File: config.mk
export PLATFORM = sky130hd
export DESIGN_NAME = arbitro_round_robin
export DESIGN_NICKNAME = d
export VERILOG_FILES = /design/src/rtl/arbitro_round_robin_pkg.sv /design/src/rtl/arbitro_round_robin_codificador_rotativo.sv /design/src/rtl/arbitro_round_robin.sv
export SDC_FILE = /design/constraint.sdc
export NUM_CORES = 1
export LEC_CHECK = 0
export ABC_AREA = 1
export CAP_MARGIN = 20
export CORE_MARGIN = 2
export CORE_UTILIZATION = 58
export CTS_BUF_LIST = sky130_fd_sc_hd__clkbuf_16
export DETAILED_ROUTE_END_ITERATION = 8
export MAX_ROUTING_LAYER = met4
export PLACE_DENSITY_LB_ADDON = 0.1
export SLEW_MARGIN = 5
export SYNTH_ARGS = -nofsm -noshare
export SYNTH_HDL_FRONTEND = slang
export SYNTH_SLANG_ARGS = --single-unit
File: constraint.sdc
create_clock -name clk -period 3.3 [get_ports clk]
set_clock_uncertainty 0.1 [all_clocks]
set_input_delay 0.825 -clock clk [delete_from_list [all_inputs] [get_ports clk]]
set_output_delay 0.825 -clock clk [all_outputs]
set_load 0.1 [all_outputs]
File: src/rtl/arbitro_round_robin_pkg.sv
// arbitro_round_robin_pkg: state encoding and index/rotation helpers shared by the arbiter files.
package arbitro_round_robin_pkg;

    typedef enum logic {ARB_IDLE = 1'b0, ARB_GRANT = 1'b1} arb_state_e;

    function automatic int idx_width(input int n);
        return (n > 1) ? $clog2(n) : 1;
    endfunction

    // Explicit wrap keeps the pointer below n even when n is not a power of two.
    function automatic int rot_inc(input int v, input int n);
        return (v >= n - 1) ? 0 : v + 1;
    endfunction

    function automatic int wrap_add(input int a, input int b, input int n);
        return (a + b >= n) ? a + b - n : a + b;
    endfunction

endpackage

File: src/rtl/arbitro_round_robin_codificador_rotativo.sv
// codificador_rotativo: first set request bit at or after pointer, with wrap and an optional masked index.
module codificador_rotativo
    import arbitro_round_robin_pkg::*;
#(
    parameter  int number_ports = 4,
    localparam int idx_w        = idx_width(number_ports)
) (
    input  logic [number_ports-1:0] request,
    input  logic [idx_w-1:0]        pointer,
    input  logic [idx_w-1:0]        mask_index,
    input  logic                    mask_en,
    output logic                    found,
    output logic [idx_w-1:0]        chosen
);

    logic [idx_w-1:0] cand;

    // Scan from the farthest offset down so the nearest candidate is written last and wins.
    always_comb begin
        found  = 1'b0;
        chosen = '0;
        cand   = '0;
        for (int k = number_ports - 1; k >= 0; k--) begin
            cand = idx_w'(wrap_add(int'(pointer), k, number_ports));
            if (request[cand] && !(mask_en && cand == mask_index)) begin
                found  = 1'b1;
                chosen = cand;
            end
        end
    end

endmodule

File: src/rtl/arbitro_round_robin.sv
// arbitro_round_robin: round-robin arbiter with hold limit; registered one-hot grant and mux select index.
module arbitro_round_robin
    import arbitro_round_robin_pkg::*;
#(
    parameter  int number_ports = 4,
    parameter  int max_hold     = 8,
    localparam int idx_w        = idx_width(number_ports),
    localparam int hw_w         = $clog2(max_hold + 1)
) (
    input  logic                    clk,
    input  logic                    reset_n,
    input  logic [number_ports-1:0] request,
    output logic [number_ports-1:0] grant,
    output logic [idx_w-1:0]        grant_index,
    output logic                    grant_valid,
    output logic [hw_w-1:0]         hold_count
);

    arb_state_e              state_q;
    logic [idx_w-1:0]        ptr_q, idx_q, ptr_d, search_from, chosen;
    logic [number_ports-1:0] grant_q;
    logic                    valid_q, found;
    logic [hw_w-1:0]         hold_q;

    // While granted, the search starts after the owner and skips it, so found means real contention.
    assign ptr_d       = idx_w'(rot_inc(int'(idx_q), number_ports));
    assign search_from = (state_q == ARB_GRANT) ? ptr_d : ptr_q;

    codificador_rotativo #(.number_ports(number_ports)) u_enc (
        .request    (request),
        .pointer    (search_from),
        .mask_index (idx_q),
        .mask_en    (state_q == ARB_GRANT),
        .found      (found),
        .chosen     (chosen)
    );

    always_ff @(posedge clk or negedge reset_n) begin
        if (!reset_n) begin
            state_q <= ARB_IDLE;
            ptr_q   <= '0;
            idx_q   <= '0;
            grant_q <= '0;
            valid_q <= 1'b0;
            hold_q  <= '0;
        end else if (state_q == ARB_IDLE) begin
            if (found) begin
                state_q <= ARB_GRANT;
                grant_q <= number_ports'(1) << chosen;
                idx_q   <= chosen;
                valid_q <= 1'b1;
                hold_q  <= hw_w'(1);
            end
        end else if (!request[idx_q]) begin
            state_q <= ARB_IDLE;
            grant_q <= '0;
            valid_q <= 1'b0;
            hold_q  <= '0;
            ptr_q   <= ptr_d;
        end else if (hold_q == hw_w'(max_hold) && found) begin
            grant_q <= number_ports'(1) << chosen;
            idx_q   <= chosen;
            hold_q  <= hw_w'(1);
            ptr_q   <= ptr_d;
        end else if (hold_q != hw_w'(max_hold)) begin
            hold_q <= hold_q + 1'b1;
        end
    end

    assign grant       = grant_q;
    assign grant_index = idx_q;
    assign grant_valid = valid_q;
    assign hold_count  = hold_q;

endmodule

## Word level (Yosys, flattened, before mapping)

Index checks and enable logic that the tools add are counted.

| storage, ports and cells | value |
|---|---|
| logic and storage cells | 102 |
| register bits | 14 |

| operators by class | value |
|---|---|
| magnitude comparators | 10 |
| shifts and indexed selects | 1 |
| eq/ne operators | 12 |
| mux-type cells | 45 |
| $add $sub $neg | 9 |
| reductions and logical operators | 19 |

Operators with widths:

| operator | number |
|---|---|
| $mux W4 | 9 |
| $mux W2 | 16 |
| $lt A2 B3 Y1 const B | 5 |
| $mux W1 | 15 |
| $bmux W1 S2 | 5 |
| $ge A3 B3 Y1 const B | 3 |
| $logic_and A1 B1 Y1 | 9 |
| $eq A2 B2 Y1 | 4 |
| $reduce_and A2 Y1 | 4 |
| $sub A2 B1 Y2 const B | 4 |
| $add A2 B2 Y3 const B | 2 |
| $ne A2 B1 Y1 const B | 3 |
| $add A4 B1 Y4 const B | 1 |
| $eq A4 B4 Y1 const B | 1 |
| $logic_not A1 Y1 | 4 |
| $ne A4 B2 Y1 const B | 1 |
| $ne A4 B4 Y1 const B | 1 |
| $shl A1 B2 Y4 const A | 1 |
| $add A2 B1 Y3 const B | 1 |
| $ge A2 B3 Y1 const B | 1 |
| $ne A3 B2 Y1 const B | 1 |
| $reduce_and A3 Y1 | 1 |
| $add A2 B1 Y2 const B | 1 |
| $ge A2 B2 Y1 const B | 1 |
| 2 further kinds | 2 |

## Depth between registers and ports, before layout

| depth | value |
|---|---|
| depth after elaboration | 18 |
| gate-level depth with buffers | 16 |

## Cells and area by module

From an unflattened synthesis, not the netlist that was laid out.

| second synthesis, totals | value |
|---|---|
| cells, all modules | 176 |
| area, all modules | 1,148.6 um^2 |

By module, submodules not included:

| module | area an instance (um^2) | instances | cells each |
|---|---|---|---|
| arbitro_round_robin | 818.3 | 1 | 106 |
| codificador_rotativo | 330.3 | 1 | 70 |

## Worst setup path before layout

No wires, ideal clock.

| timing | value |
|---|---|
| path type | register to register |
| start | register idx_q[0], in the netlist grant_index[0] |
| end | register grant_q[1], in the netlist grant[1] |
| required time | 3,080 ps |
| arrival time | 2,394 ps |
| slack | 686 ps |
| library setup time | 120 ps |
| cell stages (with the launch flop) | 16 |
| path through | dfrtp_1 -> ha_1 -> inv_1 -> nand2_2 -> nand2_4 -> nand2_4 -> nand3_1 -> nand3_2 -> nand2_4 -> nand2_2 -> nor2_2 -> nand2_1 -> nand2_4 -> nor2_2 -> nand2_1 -> nand2_1 |

| between the ends | value |
|---|---|
| word-level cells in the longest chain between the ends | 18 |
| elaborated cells on any way between the ends | 62 |
| classes of those cells | add/sub: 8; order compare: 5; eq/ne: 5; shift: 1; mux: 28; reduce/logical: 15 |

RTL lines:

| item | line | RTL |
|---|---|---|
| from (decl) | arbitro_round_robin.sv:20 | `logic [idx_w-1:0] ptr_q, idx_q, ptr_d, search_from, chosen;` |
| from (signal assigned) | arbitro_round_robin.sv:50 | `idx_q <= chosen;` |
| from (signal assigned) | arbitro_round_robin.sv:62 | `idx_q <= chosen;` |
| $add A2 B1 Y2 / $ge A2 B2 Y1 (equally long branches) | arbitro_round_robin_pkg.sv:12 | `return (v >= n - 1) ? 0 : v + 1;` |
| $mux W2 * | arbitro_round_robin_pkg.sv:12 |  |
| named net ptr_d[1] | arbitro_round_robin.sv:20 |  |
| $mux W2 * | arbitro_round_robin.sv:27 | `assign search_from = (state_q == ARB_GRANT) ? ptr_d : ptr_q;` |
| $add A2 B2 Y3 | arbitro_round_robin_pkg.sv:16 | `return (a + b >= n) ? a + b - n : a + b;` |
| $ge A3 B3 Y1 / $sub A2 B1 Y2 (equally long branches) | arbitro_round_robin_pkg.sv:16 |  |
| $mux W2 | arbitro_round_robin_pkg.sv:16 |  |
| $eq A2 B2 Y1 | arbitro_round_robin_codificador_rotativo.sv:25 | `if (request[cand] && !(mask_en && cand == mask_index)) begin` |
| $logic_and A1 B1 Y1 | arbitro_round_robin_codificador_rotativo.sv:25 |  |
| $logic_not A1 Y1 | arbitro_round_robin_codificador_rotativo.sv:25 |  |
| $logic_and A1 B1 Y1 | arbitro_round_robin_codificador_rotativo.sv:25 |  |
| $mux W2 (4 in series) | arbitro_round_robin_codificador_rotativo.sv:25 |  |
| $shl A1 B2 Y4 | arbitro_round_robin.sv:49, arbitro_round_robin.sv:61 |  |
| $mux W4 | arbitro_round_robin.sv:60 | `end else if (hold_q == hw_w'(max_hold) && found) begin` |
| $mux W4 | arbitro_round_robin.sv:54 | `end else if (!request[idx_q]) begin` |
| $mux W4 | arbitro_round_robin.sv:46 | `end else if (state_q == ARB_IDLE) begin` |
| to (signal assigned) | arbitro_round_robin.sv:49 | `grant_q <= number_ports'(1) << chosen;` |
| to (signal assigned) | arbitro_round_robin.sv:61 | `grant_q <= number_ports'(1) << chosen;` |
| to (decl) | arbitro_round_robin.sv:21 | `logic [number_ports-1:0] grant_q;` |

The timed path passes the listed nets; every way through them passes the cells marked *. The select of a mux whose other input is x is not followed.
A chain may end at the register's enable or synchronous reset.

## Worst setup path in the final report

| timing | value |
|---|---|
| start | register state_q |
| end | register grant_q[0], in the netlist grant[0] |

| between the ends | value |
|---|---|
| word-level cells in the longest chain between the ends | 16 |
| elaborated cells on any way between the ends | 57 |
| classes of those cells | add/sub: 7; order compare: 4; eq/ne: 5; shift: 1; mux: 25; reduce/logical: 15 |

RTL lines:

| item | line | RTL |
|---|---|---|
| from (decl) | arbitro_round_robin.sv:19 | `arb_state_e state_q;` |
| from (signal assigned) | arbitro_round_robin.sv:40 | `state_q <= ARB_IDLE;` |
| from (signal assigned) | arbitro_round_robin.sv:48 | `state_q <= ARB_GRANT;` |
| from (signal assigned) | arbitro_round_robin.sv:55 | `state_q <= ARB_IDLE;` |
| $mux W2 | arbitro_round_robin.sv:27 |  |
| $add A2 B2 Y3 | arbitro_round_robin_pkg.sv:16 |  |
| $ge A3 B3 Y1 / $sub A2 B1 Y2 (equally long branches) | arbitro_round_robin_pkg.sv:16 |  |
| $mux W2 | arbitro_round_robin_pkg.sv:16 |  |
| $eq A2 B2 Y1 | arbitro_round_robin_codificador_rotativo.sv:25 |  |
| $logic_and A1 B1 Y1 | arbitro_round_robin_codificador_rotativo.sv:25 |  |
| $logic_not A1 Y1 | arbitro_round_robin_codificador_rotativo.sv:25 |  |
| $logic_and A1 B1 Y1 | arbitro_round_robin_codificador_rotativo.sv:25 |  |
| $mux W2 (4 in series) | arbitro_round_robin_codificador_rotativo.sv:25 |  |
| $shl A1 B2 Y4 | arbitro_round_robin.sv:49, arbitro_round_robin.sv:61 |  |
| $mux W4 | arbitro_round_robin.sv:60 |  |
| $mux W4 | arbitro_round_robin.sv:54 |  |
| $mux W4 | arbitro_round_robin.sv:46 |  |

Several ways; a longest one is shown, not always the timed one. The select of a mux whose other input is x is not followed.

==> flow_summary_export.csv <==
group,metric,value,unit
timing,setup_tns,0,ns
grt,grtUsageTotal,24.9,%
drt,wl_met2,1.23,mm
drt,wirelength,2.50,mm
drt,met3_length,102,um
grt,grt_pass1_wl,4.55,mm
timing,setup_viol,0,
yosys,syn_nets,178,
min_path,hp-start,"grant[3]",
clocking,post_cts_buffers,0,
placement,gp_congestion,0.875,
clocking,cts_tree,"done",
worst_setup_path,start_kind,"flop",
finish,areaGrowthSynthToFinish,19.0,%
drt,drt-initial-drc-count,23,
timing,fmax,423,MHz
worst_setup_path,path_max_fanout,13,
clocking,clock-sinks,14,
yosys,ys_types,23,
yosys,yosysSeqAreaShare,29.9,%
timing,post-route-period-util,71.6,%
die,core,1940,um^2
clocking,postCtsResizedCells,0,
placement,dp_hpwl,1.91,mm
finish,final_nets,197,
drt,met1_length,1.10,mm
timing,rsz0062_at_grt,"no",
worst_setup_path,worstSetupEndpointType,"flop",
placement,port_buffers,16,
worst_setup_path,r2r_cells,15,
yosys,synth_most_common_cell,"nand2_1",
clocking,cts.clk_slew.worst_paths,0.05,ns
finish,drive_gt1_share,25.1,%
drt,num_vias,1092,
placement,placed_area,1320,um^2
yosys,synth_top_area_share,29.9,%
drt,wire_per_inst,11.7,um
worst_setup_path,worst_ep_required_time,3.33,ns
die,die_y,49.0,um
die,rows,16,
yosys,synthArstFlopShare,100,%
clocking,cts_buffers,3,
outcome,status,"finished, final reports clean",
worst_setup_path,ff2ff_setup_slack,0.94,ns
job,max_cap_viol_count,0,
worst_setup_path,r2r_start,"state_q",
yosys,syn_area_per_cell,6.94,um^2
die,pin_count,17,
die,start_util,60.4,%
finish,final_cell_area,1400,um^2
yosys,synth-edff-count,0,
placement,dp_slack,0.792,ns
drt,routed_via_density,5.10,
timing,worst_pin_slew,0.623,ns
die,die-area,2400,um^2
finish,instances_no_fill,214,
min_path,min-delay-path-class,"reg -> reg",
timing,final_hold_viol_count,0,
min_path,min_to,"grant[3]",
yosys,syn_area,1170,um^2
yosys,synth_common_cells,"nand2_1, inv_1, dfrtp_1",
drt,highest_layer,"met4",
clocking,ctsHoldBuffers,0,
worst_setup_path,critPathKind,"reg -> reg",
clocking,htreeDepth,1,
placement,dp.cells,210,
clocking,clock_latency,0.24,ns
worst_setup_path,rr_endpoint,"grant[0]",
drt,drtAntennaViolNets,0,
drt,drc,0,
yosys,ys_warn_count,0,
grt,grt_pass1_vias,1074,
clocking,cts-root-buf,"clkbuf_16",
yosys,netlist_instances,169,
timing,maxSlewViolCount,0,
grt,antenna_found_initial,0,
yosys,synth_area_leader_cell,"dfrtp_1",
finish,insertedDiodeCount,0,
finish,nFillCells,165,
grt,grt_overflow,0,
yosys,synth.ff_latch_count,14,
timing,fin_ws,0.937,ns
die,die_w,49.0,um
timing,fin_crit,2.36,ns
grt,grt_max_degree,15,
min_path,min_path_cells,2,
timing,slew_headroom,58.3,%
yosys,synth_ff_type,"dfrtp_1",
clocking,cts.path.max_buffers,2,
yosys,yosys-top-cells-area,"dfrtp_1, nand2_1, nand2_4",
worst_setup_path,arrival,2.39,ns
drt,first_pass_iters,4,
==> sequential cells by signal, indices dropped and copies added, names as in the netlist <==
register	flops
state_q	1
ptr_q	2
hold_count	4
grant_index	2
grant	4
grant_valid	1
==> final cells by class <==
cell class | instances | area [um^2] | area share, %
Inverter | 20 | 75.1 | 5.38
Clock buffer | 3 | 75.1 | 5.38
Timing Repair Buffer | 16 | 133 | 9.50
Tap cell | 27 | 33.8 | 2.42
Multi-Input combinational cell | 133 | 726 | 52.0
Sequential cell | 14 | 350 | 25.1
Clock inverter | 1 | 3.75 | 0.269
==> metal layers <==
metal	up-vias	track usage [%]
li1	573	-
met2	31	42.9
met5	-	-
met3	7	1.53
met1	481	29.9
met4	0	11.9
==> worst max path at each step <==
stage	slack (ns)	startpoint	endpoint	depth (start not counted)
after global routing	0.69	state_q	grant[0]	15
after detailed placement	0.79	request[2]	hold_count[0]	10
after global placement	0.78	request[2]	hold_count[0]	10
final	0.94	state_q	grant[0]	15
after floorplan	0.69	grant_index[0]	grant[1]	15
after CTS	0.94	state_q	grant[0]	15
==> per-stage QoR <==
stage	hold WS [ns]	util, %
after floorplan	0.381	-
after global placement	0.371	67.8
after detailed placement	0.367	67.8
after CTS	0.380	71.9
after global routing	0.433	71.9
final	0.377	71.9
==> cell families after synthesis <==
group	after synthesis	synth area share, %
buf+inv	22	8.32
fa+ha+maj	3	3.20
simple gates	104	46.9
compound gates	26	11.7
flops	14	29.9
==> placed cells by master, fill, tap and decap left out, drive strengths merged <==
master | synthesis | routed
o22ai | 2 | 2
clkbuf | 0 | 3
ha | 3 | 3
nand2 | 79 | 79
buf | 2 | 11
nor3 | 1 | 1
dfrtp | 14 | 14
o21ai | 13 | 13
and2 | 2 | 2
clkdlybuf4s50 | 0 | 5
nand4 | 1 | 1
or2 | 1 | 1
clkinv | 1 | 2
a21oi | 9 | 9
nor2 | 9 | 9
nand3 | 11 | 11
o211ai | 2 | 2
inv | 19 | 19
==> worst max-delay path, cell delays in order (launching register included) <==
cell     delay [ns]
dfrtp_1        0.66
inv_2          0.22
nand2_1        0.18
nand2_4        0.10
nand2_4        0.10
nand2_4        0.06
nand2_1        0.07
nand3_2        0.09
nand2_4        0.12
nand3_2        0.12
nand2_4        0.12
nand2_4        0.05
nand2_4        0.09
nor2_2         0.05
nand2_1        0.06
nand2_1        0.05
Power is not shown: default switching activity piles up to over one toggle a cycle in this logic, so the estimate is an artifact.
